==> config.mk <==
export PLATFORM = sky130hd
export DESIGN_NAME = i2s_sample_fifo
export DESIGN_NICKNAME = d
export VERILOG_FILES = /design/src/rtl/i2s_sample_fifo.sv
export SDC_FILE = /design/constraint.sdc
export NUM_CORES = 1
export LEC_CHECK = 0
export ABC_AREA = 1
export ABC_CLOCK_PERIOD_IN_PS = 4900
export BUFFER_PORTS_ARGS = -buffer_cell sky130_fd_sc_hd__buf_2
export CORE_ASPECT_RATIO = 2
export CORE_UTILIZATION = 55
export DETAILED_ROUTE_END_ITERATION = 8
export PLACE_DENSITY = 0.81
export RECOVER_POWER = 25
export REMOVE_ABC_BUFFERS = 1
export SYNTH_ARGS = -nofsm -noshare
export SYNTH_HDL_FRONTEND = slang
export SYNTH_SLANG_ARGS = --single-unit
==> constraint.sdc <==
create_clock -name clk -period 4.9 [get_ports clk]
set_clock_uncertainty 0.15 [all_clocks]
set_input_delay 0.98 -clock clk [delete_from_list [all_inputs] [get_ports clk]]
set_output_delay 0.98 -clock clk [all_outputs]
set_load 0.05 [all_outputs]
==> src/rtl/i2s_sample_fifo.sv <==
// rtl/i2s_sample_fifo.sv - I2S channel select, 24->16 bit scaling and DMA sample FIFO
module i2s_sample_fifo #(
  parameter int DEPTH   = 16,
  parameter int THRESH  = 8,
  parameter int CHANNEL = 0
) (
  input  logic                       clk,
  input  logic                       rst_n,
  input  logic                       en,
  input  logic                       flush,
  input  logic [3:0]                 shift,
  input  logic [31:0]                sample_in,
  input  logic                       sample_stb,
  input  logic                       sample_ws,
  output logic [15:0]                rd_data,
  output logic                       rd_valid,
  input  logic                       rd_ready,
  output logic [$clog2(DEPTH):0]     level,
  output logic                       dma_req,
  output logic                       ovf,
  input  logic                       ovf_clr
);

  localparam int AW = $clog2(DEPTH);
  localparam int LW = AW + 1;
  localparam logic [LW-1:0] THRESH_L = LW'(THRESH);
  localparam logic CH = 1'(CHANNEL);

  // The receiver word carries 8 pad bits below the 24-bit sample.
  logic unused_pad;
  assign unused_pad = ^sample_in[7:0];

  logic [15:0]        mem [DEPTH];
  logic [LW-1:0]      wptr;
  logic [LW-1:0]      rptr;
  logic [LW-1:0]      level_q;
  logic               stage_valid;
  logic [15:0]        stage_data;

  logic               capture;
  logic signed [23:0] s24;
  logic signed [23:0] shifted;
  logic [15:0]        scaled;
  logic               empty;
  logic               full;
  logic               pop;
  logic               push;
  logic               ovf_set;

  assign capture = sample_stb && en && (sample_ws == CH) && !flush;
  assign s24     = sample_in[31:8];
  assign shifted = s24 >>> shift;

  // Saturate to 16 bits: upper nine bits must all equal the sign for an exact fit.
  always_comb begin
    scaled = shifted[15:0];
    if (shifted[23:15] != {9{shifted[23]}}) begin
      scaled = shifted[23] ? 16'h8000 : 16'h7FFF;
    end
  end

  assign empty = (wptr == rptr);
  assign full  = (wptr[AW] != rptr[AW]) && (wptr[AW-1:0] == rptr[AW-1:0]);

  // Flush overrides everything in its cycle: no pop, no push, no overflow.
  assign pop     = !empty && rd_ready && !flush;
  assign push    = stage_valid && !flush && (!full || pop);
  assign ovf_set = stage_valid && !flush && full && !pop;

  // Pipeline stage holding one scaled sample on its way into the FIFO.
  always_ff @(posedge clk or negedge rst_n) begin
    if (!rst_n) begin
      stage_valid <= 1'b0;
      stage_data  <= 16'h0000;
    end else begin
      stage_valid <= capture;
      if (capture) begin
        stage_data <= scaled;
      end
    end
  end

  // Sample storage; contents need no reset since empty masks them.
  always_ff @(posedge clk) begin
    if (push) begin
      mem[wptr[AW-1:0]] <= stage_data;
    end
  end

  // Pointers and registered occupancy move together.
  always_ff @(posedge clk or negedge rst_n) begin
    if (!rst_n) begin
      wptr    <= '0;
      rptr    <= '0;
      level_q <= '0;
    end else if (flush) begin
      wptr    <= '0;
      rptr    <= '0;
      level_q <= '0;
    end else begin
      if (push) begin
        wptr <= wptr + LW'(1);
      end
      if (pop) begin
        rptr <= rptr + LW'(1);
      end
      case ({push, pop})
        2'b10:   level_q <= level_q + LW'(1);
        2'b01:   level_q <= level_q - LW'(1);
        default: level_q <= level_q;
      endcase
    end
  end

  // Sticky overflow; a new overflow wins over a simultaneous clear.
  always_ff @(posedge clk or negedge rst_n) begin
    if (!rst_n) begin
      ovf <= 1'b0;
    end else if (ovf_set) begin
      ovf <= 1'b1;
    end else if (ovf_clr) begin
      ovf <= 1'b0;
    end
  end

  assign rd_valid = !empty;
  assign rd_data  = empty ? 16'h0000 : mem[rptr[AW-1:0]];
  assign level    = level_q;
  assign dma_req  = (level_q >= THRESH_L);

endmodule

# Yosys cells after proc, flatten, opt, wreduce, memory -nomap -nowiden
# Memory sizes are Yosys's and may differ from the RTL's.
# Index checks and enable logic that the tools add are counted.
classes:
  bitwise: 1
  magnitude_cmp: 1
  eq_ne: 6
  mux: 13
  n_reduce_logical: 19
  add_sub_neg: 4
  shifts: 1
op_table:
  columns: ["cell", "n"]
  rows:
  - ["$mux 16", 3]
  - ["$mux 5", 5]
  - ["$sshr 24x4->24", 1]
  - ["$add 5x1->5 const B", 3]
  - ["$logic_and 1x1->1", 10]
  - ["$pmux 5 s2", 1]
  - ["$ne 8x8->1", 1]
  - ["$reduce_bool 2->1", 3]
  - ["$eq 5x5->1", 1]
  - ["$ge 5x4->1 const B", 1]
  - ["$sub 5x1->5 const B", 1]
  - ["$eq 4x4->1", 1]
  - ["$logic_not 1->1", 4]
  - ["$mux 1", 4]
  - ["$reduce_bool 3->1", 1]
  - ["$eq 2x1->1 const B", 1]
  - ["$eq 2x2->1 const B", 1]
  - ["$logic_or 1x1->1", 1]
  - ["$ne 1x1->1", 1]
  - ["$not 1->1", 1]
totals:
  register_bits: 33
  word_cells: 52
  mem_bits_rw: 256
  n_memories: 1
memory_table:
  columns: ["name", "words", "word_bits", "rd", "rd_clocked_by_memory_dff", "write_ports", "line_no", "text"]
  rows:
  - ["mem", 16, 16, 1, 0, 1, "33", "logic [15:0] mem [DEPTH];"]

# Depth between registers and ports, before layout
depth:
  word_depth: 9
  ltp_mapped: 18

# Worst setup path after synthesis
# Ideal clock, no wire load.
synth_path:
  kind: "reg2out"
  start: "register rptr[0]"
  end: "output port rd_data[10]"
  arrival_ns: 2.246
  n_path_buf: 3
  stages_incl_launch_ff: 8
  path_slack_ns: 1.524
  path_cell_list: "dfrtp_1 > clkbuf_1 > clkbuf_1 > buf_2 > nor2_1 > o22ai_1 > nand2_1 > a31oi_1"
synth_between:
  elab_chain_cells: 2
  word_cells_on_any_way: 3
  cone_classes: "1 x eq/ne; 1 x mux; 1 x memory"
synth_lines:
  columns: ["element", "line_no", "text"]
  rows:
  - ["from (decl)", "35", "logic [LW-1:0] rptr;"]
  - ["from (signal assigned)", "105", "rptr <= rptr + LW'(1);"]
  - ["$mem_v2 16x16 / $eq 5x5->1 (equally long branches)", null, null]
  - ["$mux 16 (*)", "127", "assign rd_data = empty ? 16'h0000 : mem[rptr[AW-1:0]];"]
  - ["to (decl)", "15", "output logic [15:0] rd_data,"]
# Mark *: on every way between the ends. The rest lies on a longest branch, timed or not.

# Worst setup path after layout
layout_path:
  start: "register rptr[1]"
  end: "output port rd_data[7]"
# The elaborated chain is that of the path after synthesis.

==> results.yml <==
route:
  detail-route-antenna-nets: 0
  routed_via_density: 6.07
  detail_route.drc_violations: 0
  detailedRoute.firstPassIterationCount: 5
  wl_per_cell_um: 20.0
  detail_route.wirelength_mm: 29.9
  vias: 9068
  drt_first_iter_violations: 630
critical_path:
  setup.worst_path.start_class: "flip-flop"
  critical_path_class: "reg -> out"
  worstPathArrival_ns: 3.16
  required_ns: 3.77
  critPathMaxFanout: 67
  end_kind: "primary output"
logic_synthesis:
  postSynthCellCount: 1158
  ys_async_sr_fraction_pct: 11.4
  yosys-top-cells-area: "edfxtp_1 (61%), dfrtp_1 (6.5%), o21ai_0 (6.5%), nand2_1 (6.0%), nor2_1 (5.6%)"
  postSynth.topFlopCell: "edfxtp_1"
  synth_enable_flop_cells: 256
  seq_area_frac_synth_pct: 67.2
  synth_warnings: 0
  syn_area_mm2: 0.0127
  flip_flop_and_latch_count_after_synthesis: 289
  synthesized_area_divided_by_synthesized_cell_count_um2: 10.9
  post_synth_num_cell_types: 44
  netlist.top_cell.by_area: "edfxtp_1"
  synth_top_area_share_pct: 60.7
floorplanning:
  fp.dieArea_mm2: 0.0237
  floorplan.io_pins: 68
  die_width_um: 109
  floorplan.initialDensity_pct: 55.9
  die_height_um: 217
  core-area_mm2: 0.0226
  std_cell_rows: 78
timing:
  final.period_utilization_pct: 87.5
  hold_viol_final: 0
  worst_slew_pin_slew_ns: 1.06
  layout_min_cycle_time_ns: 4.29
  finalSetupViolations: 0
  fin_worst_hold_slack_ns: 0.341
  drv_slew: 0
  rsz0062_at_grt: "false"
  worst_slew_margin_rel_pct: 29.3
  max_freq_mhz: 233
grt:
  first_global_vias: 9098
  grt-ovfl-total: 0
  grt_pass1_wl_mm: 46.3
  antenna_found_initial: 0
  grt_usage_pct: 26.4
  grt_max_degree: 131
clocking:
  hold_buffer_count_at_cts: 0
  htreeDepth: 1
  worst_setup_hold_path_clk_slew_ns: 0.07
  cts-buffers-inserted: 21
  clock_path_buffers: 3
  postCtsSetupRepairBufs: 0
  postCtsResizedCells: 0
  cts_tree: "yes"
  clkSinkCount: 289
  clockRootBuffer: "clkbuf_16"
  insertion_delay_ns: 0.51
pwr:
  ir_worst_vdd_uv: 200
  seqPwrFrac_pct: 58.9
  total_leakage_power_nw: 5.01
  p_comb_share_pct: 9.3
  p_sw_share_pct: 24.9
  cellInternalPower_mw: 3.83
  power_density_mw_per_mm2: 368
  power_frac_clock_pct: 31.8
  total_switching_power_mw: 1.27
layout:
  fill_cells: 1789
  final_cell_mix: "edfxtp_1 (256), nand2_1 (201), nor2_1 (186)"
  multiInputGateArea_mm2: 0.00371
  post_route_cells_drive_above_1_share_pct: 12.4
  area_delta_synth_final_pct: 9.66
  finalNetCount: 1251
  layout.cells.most_common: "edfxtp_1"
  layout.area.seq_mm2: 0.00852
  final_design_area_no_fill_mm2: 0.0139
  antenna_cells_inserted: 0
placed_design:
  routability_congestion_estimate_from_global_placement: 0.927
  placement.io_buffers: 59
  post_dp_cell_area_mm2: 0.0133
  dpl.hpwl_mm: 19.2
min_path:
  worstHoldPathType: "reg -> reg"
run:
  cap_viol_max_count: 0
status:
  status: "complete, no violations"
power by group through the flow:
stage          clock network, mW  registers, mW  logic [mW]
2_1_floorplan                  0           3.04       0.277
3_3_place_gp                   0           3.04       0.460
3_5_place_dp                   0           3.05       0.471
4_1_cts                     1.63           3.00       0.473
5_1_grt                     1.74           3.01       0.523
6_report                    1.62           3.01       0.473
cell usage after synthesis (16+ instances only):
master	count
edfxtp_1	256
nand2_1	201
nor2_1	188
o21ai_0	165
clkbuf_1	56
nand3_1	44
o22ai_1	38
dfrtp_1	33
inv_1	28
o221ai_1	26
a31oi_1	21
a21oi_1	16
per-layer routing:
layer  wire length [um]  part of all wire, %  GRT usage (%)
met5                  0                    0              0
met4               1690                  5.6           15.5
met3               1910                  6.4           2.86
met2              16600                   56           50.2
met1               9700                   32           26.6
area by class of cell:
| class | count | area share, % |
|---|---|---|
| repair buffers | 90 | 3.89 |
| inverters | 35 | 0.973 |
| clock inverters | 12 | 0.640 |
| multi-input cells | 763 | 26.7 |
| well taps | 280 | 2.52 |
| clock buffers | 25 | 3.89 |
| flip-flops and latches | 289 | 61.4 |
path summary, 6_finish.rpt:
check | depth (start not counted) | slack [ns] | from | end
setup / recovery | 8 | 0.61 | rptr[1]$_DFFE_PN0P_ | rd_data[7]
hold / removal | 1 | 0.34 | wptr[4]$_DFFE_PN0P_ | wptr[4]$_DFFE_PN0P_
setup reg to reg | 12 | 1.24 | rptr[1]$_DFFE_PN0P_ | mem[10][15]$_DFFE_PP_
hold reg to reg | 1 | 0.34 | wptr[4]$_DFFE_PN0P_ | wptr[4]$_DFFE_PN0P_
max in group asynchronous | 1 | 3.67 | rst_n | rptr[0]$_DFFE_PN0P_
min in group asynchronous | 1 | 0.38 | rst_n | level[3]$_DFFE_PN0P_
registers in the layout, indices dropped and copies added, names as in the netlist:
signal / cells
ovf: 1
level: 5
stage_valid: 1
rptr: 5
wptr: 5
stage_data: 16
mem: 256
metrics by stage:
stage               total power, mW  cells  util (%)  setup slack, ns  setup TNS, ns
detailed placement             3.52   1457      58.5             1.19              0
global placement               3.50   1457      58.5             1.17              0
floorplan                      3.32   1087         -           -0.909         -98.14
finish                         5.10   1494      61.3            0.611              0
CTS                            5.10   1494      61.3            0.621              0
global route                   5.27   1494      61.3            0.518              0
logic make-up (layout without fill, tap and decap cells):
logic type               Yosys count  after routing  synth area share (%)
adder cells (fa/ha/maj)            7              7                 0.692
flip-flops                       289            289                  67.2
buffers and inverters            106            162                  3.50
XOR/XNOR                           2              2                 0.138
AND/OR/NAND/NOR                  457            457                  14.5
AO/OA/AOI/OAI                    293            293                  13.6
multiplexers                       4              4                 0.326
worst max-delay path, stage by stage (launching register included):
cell and delay (ns):
dfrtp_2 0.35, buf_4 0.58, nand2_1 0.12, nand2_1 0.08, nor2_1 0.06, nand3_2 0.14
inv_1 0.34, a31oi_1 0.55, buf_2 0.37
(Power assumes the default switching activity.)
